$ cat src/rtl/beat_frame_serializer.sv
// Framed byte serializer for the debug read path.
// Consumes BEATS_PER_FRAME wide RAM read beats and emits them as a UART byte
// stream: HEADER0, HEADER1, frame_id, payload (LSB byte of each beat first),
// then an 8-bit additive checksum over frame_id and the payload.
module beat_frame_serializer #(
  parameter int          DATA_BYTE_WIDTH = 32,
  parameter int          BEATS_PER_FRAME = 16,
  parameter int          BEAT_CNT_WIDTH  = 4,
  parameter logic [7:0]  HEADER0         = 8'h55,
  parameter logic [7:0]  HEADER1         = 8'hAA
) (
  input  logic                         clk,
  input  logic                         rst,
  input  logic                         frame_start,
  input  logic [7:0]                   frame_id,
  input  logic [DATA_BYTE_WIDTH*8-1:0] beat_data,
  input  logic                         beat_valid,
  output logic                         beat_ready,
  output logic [7:0]                   byte_data,
  output logic                         byte_valid,
  input  logic                         byte_ready,
  output logic                         frame_done,
  output logic                         busy
);

  localparam int BEAT_W     = DATA_BYTE_WIDTH * 8;
  localparam int BYTE_CNT_W = (DATA_BYTE_WIDTH > 1) ? $clog2(DATA_BYTE_WIDTH) : 1;
  localparam logic [BYTE_CNT_W-1:0]     LAST_BYTE = BYTE_CNT_W'(DATA_BYTE_WIDTH - 1);
  localparam logic [BEAT_CNT_WIDTH-1:0] LAST_BEAT = BEAT_CNT_WIDTH'(BEATS_PER_FRAME - 1);

  typedef enum logic [2:0] {
    IDLE,
    HDR0,
    HDR1,
    ID,
    LOAD,
    SHIFT,
    CSUM,
    DONE
  } state_t;

  state_t                    state;
  logic [7:0]                id_q;
  logic [7:0]                acc;
  logic [BEAT_W-1:0]         shreg;
  logic [BYTE_CNT_W-1:0]     byte_cnt;
  logic [BEAT_CNT_WIDTH-1:0] beat_cnt;
  logic [BEAT_W-1:0]         shreg_next;
  logic                      accept;

  // Modulo-256 checksum accumulation; wrap is intentional.
  function automatic logic [7:0] csum_add(input logic [7:0] a, input logic [7:0] b);
    return a + b;
  endfunction

  assign shreg_next = shreg >> 8;
  assign accept     = byte_valid && byte_ready;

  // Beat handshake is a pure state decode so it never depends on beat_valid.
  always_comb begin
    beat_ready = (state == LOAD);
  end

  // Frame FSM; byte_data/byte_valid/frame_done/busy are registered alongside
  // the state so the next byte is ready on the same edge the state changes.
  always_ff @(posedge clk) begin
    if (rst) begin
      state      <= IDLE;
      byte_valid <= 1'b0;
      byte_data  <= 8'h00;
      frame_done <= 1'b0;
      busy       <= 1'b0;
      byte_cnt   <= '0;
      beat_cnt   <= '0;
    end else begin
      frame_done <= 1'b0;
      case (state)
        IDLE: begin
          if (frame_start) begin
            id_q       <= frame_id;
            acc        <= 8'h00;
            byte_cnt   <= '0;
            beat_cnt   <= '0;
            byte_data  <= HEADER0;
            byte_valid <= 1'b1;
            busy       <= 1'b1;
            state      <= HDR0;
          end
        end
        HDR0: begin
          if (accept) begin
            byte_data <= HEADER1;
            state     <= HDR1;
          end
        end
        HDR1: begin
          if (accept) begin
            byte_data <= id_q;
            state     <= ID;
          end
        end
        ID: begin
          if (accept) begin
            acc        <= id_q;
            byte_valid <= 1'b0;
            state      <= LOAD;
          end
        end
        LOAD: begin
          if (beat_valid) begin
            shreg      <= beat_data;
            byte_cnt   <= '0;
            byte_data  <= beat_data[7:0];
            byte_valid <= 1'b1;
            state      <= SHIFT;
          end
        end
        SHIFT: begin
          if (accept) begin
            acc       <= csum_add(acc, byte_data);
            shreg     <= shreg_next;
            byte_cnt  <= byte_cnt + 1'b1;
            byte_data <= shreg_next[7:0];
            if (byte_cnt == LAST_BYTE) begin
              if (beat_cnt < LAST_BEAT) begin
                beat_cnt   <= beat_cnt + 1'b1;
                byte_valid <= 1'b0;
                state      <= LOAD;
              end else begin
                // Checksum must include the byte being accepted right now.
                byte_data <= csum_add(acc, byte_data);
                state     <= CSUM;
              end
            end
          end
        end
        CSUM: begin
          if (accept) begin
            byte_valid <= 1'b0;
            frame_done <= 1'b1;
            state      <= DONE;
          end
        end
        DONE: begin
          busy  <= 1'b0;
          state <= IDLE;
        end
        default: begin
          byte_valid <= 1'b0;
          busy       <= 1'b0;
          state      <= IDLE;
        end
      endcase
    end
  end

endmodule

$ cat config.mk
export PLATFORM = sky130hd
export DESIGN_NAME = beat_frame_serializer
export DESIGN_NICKNAME = d
export VERILOG_FILES = /design/src/rtl/beat_frame_serializer.sv
export SDC_FILE = /design/constraint.sdc
export NUM_CORES = 1
export LEC_CHECK = 0
export CAP_MARGIN = 0
export CORE_MARGIN = 2
export CORE_UTILIZATION = 25
export DETAILED_ROUTE_END_ITERATION = 16
export SYNTH_ARGS = -nofsm -noshare
export SYNTH_HDL_FRONTEND = slang
export SYNTH_SLANG_ARGS = --single-unit
$ cat constraint.sdc
create_clock -name clk -period 43.2 [get_ports clk]
set_clock_uncertainty 0.05 [all_clocks]
set_input_delay 8.64 -clock clk [delete_from_list [all_inputs] [get_ports clk]]
set_output_delay 8.64 -clock clk [all_outputs]
set_load 0.01 [all_outputs]
==> metrics.yaml, run 1 <==
clock_network:
  cts_root_buf: "clkbuf_16"
  clk_pin_slew_ns: 0.06
  clockBufferDepth: 3
  cts-resized-gates: 0
  htree_levels: 2
  cts_buffers: 35
  postCtsSetupBuffers: 0
  hold_buffers: 0
  clkSinkCount: 287
  insertion_delay_ns: 0.54
  cts_tree: "done"
floorplan:
  initial_core_util_pct: 25.18
  die_x_um: 231.1
  die_h_um: 231.1
  core_area_sq_mm: 0.05120
  die-area_sq_mm: 0.05340
  io_pins: 281
  rows: 83
timing:
  slew_headroom_pct: 17.21
  fin_crit_sh_pct: 27.30
  fin_setup_tns_ns: 0
  period_needed_ns: 11.79
  hold_violations: 0
  setup_viol: 0
  fmax_mhz: 84.80
  whs_ns: 0.4507
  rsz0062_at_grt: "false"
  slew_viol_final: 0
  tightest_slew_ns: 1.242
detailed_routing:
  routed_wl_um: 33670
  drt-vias-per-instance: 4.291
  wl_met3_um: 2184
  drcViolationCount: 0
  wl_met1_um: 14890
  drtIter0Drc: 735
  wl_per_cell_um: 14.84
  dr.max_layer_used: "met5"
  vias: 9736
  wl_met2_um: 15690
  firstDrtPassIters: 5
  postRouteAntennaNets: 0
synth:
  yosysUniqueCellTypes: 57
  syn_area_sq_mm: 0.01289
  yosys.area.top_type: "edfxtp_1"
  synth_seq_cells: 287
  synth-edff-count: 264
  synth_ff_type: "edfxtp_1"
  synthArstFlopShare_pct: 0
  ys_seq_area_share_pct: 65.06
  synth_top_area_share_pct: 61.49
  syn_area_per_cell_sq_um: 9.879
  yosys_warnings: 0
  syn_nets: 1585
  synth_area_leaders: "edfxtp_1 (61%), nand2_1 (22%), dfxtp_1 (3.6%)"
  syn_inst: 1305
setup_path:
  cp_top_family: "buffers and inverters"
  worstPathCellList: "clkdlybuf4s50_1 -> nand3_1 -> a211oi_4 -> buf_4 -> buf_4 -> buf_4"
  crit_path_max_incr_delay_ns: 0.85
  required_ns: 43.30
  start_kind: "primary input"
  ff2ff_setup_slack_ns: 38.99
  reg2reg_depth: 5
  crit_buf_inv: 4
  cp_max_fo: 76
  crit_top_cell: "buf_4"
  criticalPathCategory: "in -> reg"
  arrival_ns: 11.89
  reg2reg_from: "state[0]$_SDFFE_PP0P_"
  worstSetupEndpointType: "flip-flop"
  crit_cells: 6
  rr_endpoint: "shreg[111]$_DFFE_PP_"
  cp_slowest_cell: "buf_4"
grt:
  grt_pass1_vias: 9776
  grt_util_all_layers_pct: 12.29
  grt_pass1_wl_um: 51770
  antenna_found_initial: 3
  grt_max_degree: 208
  gr-total-overflow: 0
final_layout:
  drive_gt1_share_pct: 4.723
  fin_nets: 1843
  final_area_sq_mm: 0.01745
  multi_input_area_sq_mm: 0.004156
  regArea_sq_mm: 0.008388
  area_growth_pct: 35.37
  fill_cells: 5164
flow_run:
  maxCapViolations: 0
placement:
  dp_hpwl_um: 22860
  io_buffers: 280
  dpl_cell_area_sq_mm: 0.01630
  gp_congestion: 0.8035
pwr:
  leakagePower_uw: 0.006803
  power_density_mw_per_mm2: 38.41
  max-vdd-ir-drop_v: 0.00002088
worst_hold_path:
  min_to: "shreg[245]$_DFFE_PP_"
  hold_start: "shreg[253]$_SDFFCE_PP0P_"
  hp-class: "reg -> reg"
  worstHoldPathCells: 2
run_status:
  outcome: "finished clean"
-- flip-flops by register name, summed over array words and instances, names as in the netlist --
name / count
shreg: 248
acc: 8
byte_data: 8
id_q: 8
byte_cnt: 5
beat_cnt: 4
state: 3
busy: 1
byte_valid: 1
frame_done: 1
-- layer usage --
| layer | global-route usage, % | vias up |
|---|---|---|
| li1 | - | 4872 |
| met1 | 15.50 | 4510 |
| met2 | 20.30 | 293 |
| met3 | 3.125 | 57 |
| met4 | 4.577 | 4 |
| met5 | 0 | - |
-- logic make-up after synthesis --
logic type                 synth area share (%)
AOI/OAI and AO/OA                         4.532
xor gates and xnor gates                 0.4076
adders and majority gates                 1.126
buffers and inverters                     2.853
DFF                                       65.06
muxes                                    0.2329
and+or+nand+nor                           25.79
-- area by class of cell --
| class | count | area share, % |
|---|---|---|
| Antenna cell | 1 | 0.01434 |
| Clock buffer | 46 | 5.434 |
| Clock inverter | 16 | 1.154 |
| Inverter | 4 | 0.08603 |
| Multi-Input combinational cell | 945 | 23.82 |
| Sequential cell | 287 | 48.06 |
| Tap cell | 680 | 4.875 |
| Timing Repair Buffer | 290 | 16.56 |
-- report_power, final --
group          internal, uW  leakage [uW]  switching, uW  total (uW)
Combinational          37.3       0.00368           28.1        65.4
Sequential              307       0.00257           4.38         311
Clock                   179      0.000559            114         294
Total                   523       0.00680            147         670
-- worst register-to-register path, delay by kind of cell (launching register included) --
family,cells,cell delay [ns]
and+or+nand+nor,1,0.39
AOI/OAI and AO/OA,1,0.28
buffers and inverters,3,2.10
DFF,1,0.95
-- per-stage QoR --
step                      power [uW]  setup slack [ns]  std cells  util, %
after CTS                      680.2             31.38       2268    34.08
final                          670.4             31.41       2269    34.09
after detailed placement       382.1             30.81       2206    31.84
after global routing           696.3             31.14       2268    34.08
after global placement         381.2             30.86       2206    31.84
after floorplan                346.0             14.81       1305        -
-- cells in the final DEF (no fill, tap or decap), types with 4 or more instances in the layout --
cell and count:
bufinv_16 4, edfxtp_1 264, clkinv_2 4, nand2_1 747
nor2_1 39, clkbuf_1 9, nor2b_1 5, a211oi_1 4
and2_1 9, nand3_1 7, clkbuf_16 36, clkdlybuf4s50_1 280
and3_1 5, buf_4 9, a21oi_1 23, ha_1 10
o21ai_0 6, xor2_1 4, nor3_1 10, o21ai_1 7
dfxtp_1 23, nand2b_1 7
-- worst max-delay path by stage --
stage	from	slack, ns	endpoint
global route	byte_ready	31.14	shreg[111]$_DFFE_PP_
global placement	byte_ready	30.86	shreg[113]$_DFFE_PP_
detailed placement	byte_ready	30.81	shreg[113]$_DFFE_PP_
finish	byte_ready	31.41	shreg[111]$_DFFE_PP_
CTS	byte_ready	31.38	shreg[121]$_DFFE_PP_
floorplan	rst	14.81	shreg[100]$_DFFE_PP_
-- synthesized netlist by cell type (2+ instances only) --
cell type	instances
a211oi_1	5
a211oi_2	3
a21o_1	2
a21oi_1	23
a221o_1	2
a221oi_1	3
a222oi_1	2
a22o_1	3
a22oi_1	3
a41oi_1	2
and2_1	9
and3_1	5
buf_2	33
buf_4	14
clkbuf_1	22
dfxtp_1	23
edfxtp_1	264
ha_1	10
inv_2	3
mux2i_1	3
nand2_1	747
nand2b_1	7
nand3_1	7
nand3b_1	3
nand4_1	3
nor2_1	40
nor2b_1	5
nor3_1	10
nor3b_1	2
nor4_1	2
o21a_1	2
o21ai_0	6
o21ai_1	7
o221ai_1	2
o31ai_1	2
xnor2_1	2
xor2_1	4
(Power assumes the default switching activity.)
==> inputs of run 2 (changes only) <==
- clock period: 43.2 -> 9.85 ns (I/O delays scaled with it)
==> metrics.yaml, run 2 (same netlist as run 1, synthesis figures left out) <==
timing:
  hold_violations: 0  # unchanged
  setup_viol: 0  # unchanged
  fin_crit_sh_pct: 47.84
  tightest_slew_ns: 1.301  # was 1.242 ns
  period_needed_ns: 4.713
  rsz0062_at_grt: "false"  # unchanged
  fmax_mhz: 212.2
  slew_headroom_pct: 13.25  # was 17.21%
  slew_viol_final: 0  # unchanged
  fin_setup_tns_ns: 0  # unchanged
  whs_ns: 0.4436  # was 0.4507 ns
placement:
  io_buffers: 280  # unchanged
  dp_hpwl_um: 23010  # was 22860 um
  dpl_cell_area_sq_mm: 0.01630  # about the same
  dp.cells: 2208  # was 2206
  gp_congestion: 0.7973  # was 0.8035
pwr:
  max-vdd-ir-drop_v: 0.00009750  # was 0.00002088 V
  pwr-share-comb_pct: 9.8  # about the same
  p_sw_uw: 654.8  # was 146.9 uW
  clkPwrFrac_pct: 43.7  # was 43.8%
  leakagePower_uw: 0.006795  # was 0.006803 uW
  power_density_mw_per_mm2: 168.4  # was 38.41 mW/mm^2
  total_power_uw: 2935  # was 670.4 uW
  intPower_uw: 2280  # was 523.5 uW
  swShare_pct: 22.31  # was 21.92%
  pwr-share-seq_pct: 46.5  # was 46.4%
setup_path:
  criticalPathCategory: "in -> reg"  # unchanged
  rr_endpoint: "shreg[116]$_DFFE_PP_"  # was shreg[111]$_DFFE_PP_
  worstSetupEndpointType: "flip-flop"  # unchanged
  required_ns: 9.94  # was 43.30 ns
  cp_max_fo: 79  # was 76
  reg2reg_from: "state[0]$_SDFFE_PP0P_"  # unchanged
  reg2reg_depth: 4  # was 5
  start_kind: "primary input"  # unchanged
  arrival_ns: 4.81  # was 11.89 ns
  ff2ff_setup_slack_ns: 6.06  # was 38.99 ns
grt:
  antenna_found_initial: 0  # was 3
  grt_pass1_vias: 9805  # was 9776
  grt_util_all_layers_pct: 12.29  # about the same
  grt_pass1_wl_um: 51670  # was 51770 um
  gr-total-overflow: 0  # unchanged
  grt_max_degree: 105  # was 208
worst_hold_path:
  min_to: "shreg[19]$_DFFE_PP_"  # was shreg[245]$_DFFE_PP_
  worstHoldPathCells: 2  # unchanged
  hp-class: "reg -> reg"  # unchanged
  hold_start: "shreg[27]$_DFFE_PP_"  # was shreg[253]$_SDFFCE_PP0P_
floorplan:
  rows: 83  # unchanged
  io_pins: 281  # unchanged
  die_x_um: 231.1  # unchanged
  initial_core_util_pct: 25.18  # unchanged
  die-area_sq_mm: 0.05340  # unchanged
  die_h_um: 231.1  # unchanged
  core_area_sq_mm: 0.05120  # unchanged
final_layout:
  regMostFlops: "shreg"  # unchanged
  layout_commonest_cell: "nand2_1"  # unchanged
  final_cell_mix: "nand2_1 (747), clkdlybuf4s50_1 (280), edfxtp_1 (264), nor2_1 (39), clkbuf_16 (37)"  # was nand2_1 (747), clkdlybuf4s50_1 (280), edfxtp_1 (264), nor2_1 (39), clkbuf_16 (36)
  area_growth_pct: 35.20  # was 35.37%
  stdcell_count: 2269  # unchanged
  final_area_sq_mm: 0.01743  # was 0.01745 sq mm
  drive_gt1_share_pct: 4.720  # was 4.723%
  fill_cells: 5157  # was 5164
  largest_register_ffs: 248  # unchanged
  antenna_cells: 0  # was 1
  fin_nets: 1845  # was 1843
detailed_routing:
  firstDrtPassIters: 5  # unchanged
  drt-vias-per-instance: 4.313  # was 4.291
  drtIter0Drc: 703  # was 735
  routed_wl_um: 33510  # was 33670 um
  vias: 9787  # was 9736
  postRouteAntennaNets: 0  # unchanged
  wl_per_cell_um: 14.77  # was 14.84 um
  drcViolationCount: 0  # unchanged
flow_run:
  maxCapViolations: 0  # unchanged
clock_network:
  clk_pin_slew_ns: 0.06  # about the same
  cts_buffers: 35  # unchanged
  insertion_delay_ns: 0.53  # was 0.54 ns
  postCtsSetupBuffers: 0  # unchanged
  cts-resized-gates: 0  # unchanged
  htree_levels: 2  # unchanged
  hold_buffers: 0  # unchanged
  clockBufferDepth: 3  # unchanged
  cts_tree: "done"  # unchanged
  clkSinkCount: 287  # unchanged
  cts_root_buf: "clkbuf_16"  # unchanged
run_status:
  outcome: "finished clean"  # unchanged
[run 2: worst max path at each step]
stage / slack [ns] / start / to / cells after the start
5_1_grt: 4.94 / byte_ready / shreg[116]$_DFFE_PP_ / 5
4_1_cts: 5.13 / byte_ready / shreg[114]$_DFFE_PP_ / 5
3_5_place_dp: 4.57 / byte_ready / shreg[114]$_DFFE_PP_ / 5
3_3_place_gp: 4.61 / byte_ready / shreg[114]$_DFFE_PP_ / 5
6_report: 5.14 / byte_ready / shreg[116]$_DFFE_PP_ / 5
2_1_floorplan: 0.65 / byte_ready / shreg[100]$_DFFE_PP_ / 2
[run 2: power groups by stage]
stage	logic, uW	clock network [uW]	registers [uW]
2_1_floorplan	136	0	1380
4_1_cts	291	1320	1360
3_5_place_dp	288	0	1390
6_report	289	1280	1360
5_1_grt	316	1360	1370
3_3_place_gp	284	0	1390
[run 2: layer usage]
layer | vias to the layer above | track usage (%) | wire, um
li1 | 4872 | - | -
met1 | 4575 | 15.94 | 14870
met4 | 0 | 4.012 | 803
met3 | 52 | 2.596 | 1837
met5 | - | 0 | 0
met2 | 288 | 20.43 | 15990
[run 2: critical path: stages]
cell	delay (ns)
clkdlybuf4s50_1	0.57
nand3_1	0.23
a211oi_4	0.34
buf_4	0.70
buf_4	0.87
[run 2: metrics by stage]
stage	setup slack (ns)	util (%)
4_1_cts	5.133	34.05
6_report	5.137	34.05
3_5_place_dp	4.572	31.84
3_3_place_gp	4.607	31.84
2_1_floorplan	0.6456	-
5_1_grt	4.938	34.05
[run 2: cell type report]
cell class / instances / area (sq um) / area share (%)
multi-input cells: 945 / 4156 / 23.85
repair buffers: 292 / 2893 / 16.60
inverters: 4 / 15.01 / 0.08614
flip-flops and latches: 287 / 8388 / 48.12
clock buffers: 45 / 965.9 / 5.542
clock inverters: 16 / 161.4 / 0.9260
well taps: 680 / 850.8 / 4.881
==> inputs of run 3 (changes only) <==
- clock period: 9.85 -> 4.2 ns (I/O delays scaled with it)
==> metrics.yaml, run 3 (same netlist as run 1, synthesis figures left out) <==
run_status:
  outcome: "finished clean"  # unchanged
setup_path:
  arrival_ns: 2.46  # was 4.81 ns
  cp_max_fo: 20  # was 79
  worstPathCellList: "nand2b_1 -> nor2_2 -> clkdlybuf4s50_1"  # was clkdlybuf4s50_1 -> nand3_1 -> a211oi_4 -> buf_4 -> buf_4
  required_ns: 3.31  # was 9.94 ns
  cp_slowest_cell: "dfxtp_1"  # was buf_4
  criticalPathCategory: "reg -> out"  # was in -> reg
  crit_path_max_incr_delay_ns: 0.81  # was 0.87 ns
  start_kind: "flip-flop"  # was primary input
  cp_top_family: "flip-flops"  # was buffers and inverters
  worstSetupEndpointType: "output pin"  # was flip-flop
  crit_buf_inv: 1  # was 3
  ff2ff_setup_slack_ns: 1.20  # was 6.06 ns
grt:
  grt_max_degree: 148  # was 105
  gr-total-overflow: 0  # unchanged
  grt_util_all_layers_pct: 12.72  # was 12.29%
  grt_pass1_vias: 9735  # was 9805
  antenna_found_initial: 3  # was 0
  grt_pass1_wl_um: 53190  # was 51670 um
final_layout:
  final_cell_mix: "nand2_1 (747), clkdlybuf4s50_1 (280), edfxtp_1 (264), nor2_1 (39), clkbuf_16 (35)"  # was nand2_1 (747), clkdlybuf4s50_1 (280), edfxtp_1 (264), nor2_1 (39), clkbuf_16 (37)
  stdcell_count: 2270  # was 2269
  antenna_cells: 0  # unchanged
  largest_register_ffs: 248  # unchanged
  fin_nets: 1846  # was 1845
  drive_gt1_share_pct: 4.969  # was 4.720%
  regMostFlops: "shreg"  # unchanged
  area_growth_pct: 35.84  # was 35.20%
  layout_commonest_cell: "nand2_1"  # unchanged
pwr:
  intPower_uw: 5260  # was 2280 uW
  pwr-share-seq_pct: 47.0  # was 46.5%
  p_sw_uw: 1547  # was 654.8 uW
  leakagePower_uw: 0.006808  # was 0.006795 uW
  clkPwrFrac_pct: 43.0  # was 43.7%
  pwr-share-comb_pct: 10.0  # was 9.8%
  max-vdd-ir-drop_v: 0.0002069  # was 0.00009750 V
  power_density_mw_per_mm2: 388.7  # was 168.4 mW/mm^2
  swShare_pct: 22.73  # was 22.31%
  total_power_uw: 6807  # was 2935 uW
clock_network:
  postCtsSetupBuffers: 0  # unchanged
  cts_buffers: 35  # unchanged
  clkSinkCount: 287  # unchanged
  hold_buffers: 0  # unchanged
  cts_tree: "done"  # unchanged
  insertion_delay_ns: 0.53  # about the same
  cts_root_buf: "clkbuf_16"  # unchanged
  clk_pin_slew_ns: 0.06  # about the same
  htree_levels: 2  # unchanged
  clockBufferDepth: 3  # unchanged
  cts-resized-gates: 0  # unchanged
timing:
  fin_crit_sh_pct: 79.73
  slew_viol_final: 0  # unchanged
  rsz0062_at_grt: "false"  # unchanged
  setup_viol: 0  # unchanged
  fmax_mhz: 298.6
  period_needed_ns: 3.349
  slew_headroom_pct: 20.85  # was 13.25%
  tightest_slew_ns: 1.185  # was 1.301 ns
  fin_setup_tns_ns: 0  # unchanged
  hold_violations: 0  # unchanged
floorplan:
  io_pins: 281  # unchanged
  rows: 83  # unchanged
  core_area_sq_mm: 0.05120  # unchanged
  die_h_um: 231.1  # unchanged
  initial_core_util_pct: 25.18  # unchanged
  die-area_sq_mm: 0.05340  # unchanged
  die_x_um: 231.1  # unchanged
detailed_routing:
  drtIter0Drc: 591  # was 703
  drcViolationCount: 0  # unchanged
  vias: 9673  # was 9787
  firstDrtPassIters: 5  # unchanged
  drt-vias-per-instance: 4.261  # was 4.313
  routed_wl_um: 34360  # was 33510 um
  wl_per_cell_um: 15.13  # was 14.77 um
  postRouteAntennaNets: 0  # unchanged
placement:
  gp_congestion: 0.7965  # was 0.7973
  dp.cells: 2209  # was 2208
  io_buffers: 280  # unchanged
  dp_hpwl_um: 23670  # was 23010 um
worst_hold_path:
  hp-class: "reg -> reg"  # unchanged
flow_run:
  maxCapViolations: 0  # unchanged
[run 3: cell count changes in the layout (fill, tap and decap cells not counted), sizes merged]
cell	change
clkinv	+1
inv	+2
buf	+1
clkbuf	-7
clkinvlp	+4
[run 3: tightest hold or removal path, stage by stage (launching register included)]
cell      delay, ns
edfxtp_1       0.32
nand2_1        0.04
nand2_1        0.05
[run 3: final cells by class]
class	count	area, sq um
fill	5199	33680
sequential	287	8388
multi-input combinational	945	4164
timing repair buffer	293	3000
clock buffer	38	887.1
tap	680	850.8
clock inverter	23	207.7
inverter	4	15.01
[run 3: metrics by stage]
| stage | setup WS (ns) | hold WS, ns | utilization (%) | instance area, sq um |
|---|---|---|---|---|
| finish | 0.8511 | 0.4542 | 34.21 | 17510 |
| global route | 0.7067 | 0.4738 | 34.21 | 17510 |
| CTS | 0.8303 | 0.4520 | 34.21 | 17510 |
| detailed placement | 0.9508 | 0.4416 | 32.07 | 16420 |
| global placement | 0.9748 | 0.4297 | 32.07 | 16420 |
| floorplan | -3.704 | 0.4122 | - | 12950 |
[run 3: power groups by stage]
stage	Sequential, uW	Clock (uW)	Combinational [uW]
2_1_floorplan	3240	0	324
3_3_place_gp	3260	0	678
3_5_place_dp	3260	0	679
4_1_cts	3200	3050	684
5_1_grt	3200	3140	751
6_report	3200	2930	680
[run 3: path summary, 6_finish.rpt]
path / from / end / cells after the start
max: state[2]$_SDFFE_PP0P_ / beat_ready / 3
min: shreg[242]$_DFFE_PP_ / shreg[234]$_DFFE_PP_ / 2
max reg2reg: state[0]$_SDFFE_PP0P_ / shreg[138]$_DFFE_PP_ / 4
min reg2reg: shreg[242]$_DFFE_PP_ / shreg[234]$_DFFE_PP_ / 2
[run 3: metal layers]
metal  vias to the layer above  share of wire, %  global-route usage, %
met5                         -              0.12                      0
met4                         6               1.9                  3.952
met3                        41               6.4                  3.027
met2                       287                46                  20.71
met1                      4475                45                  16.72
li1                       4864                 -                      -
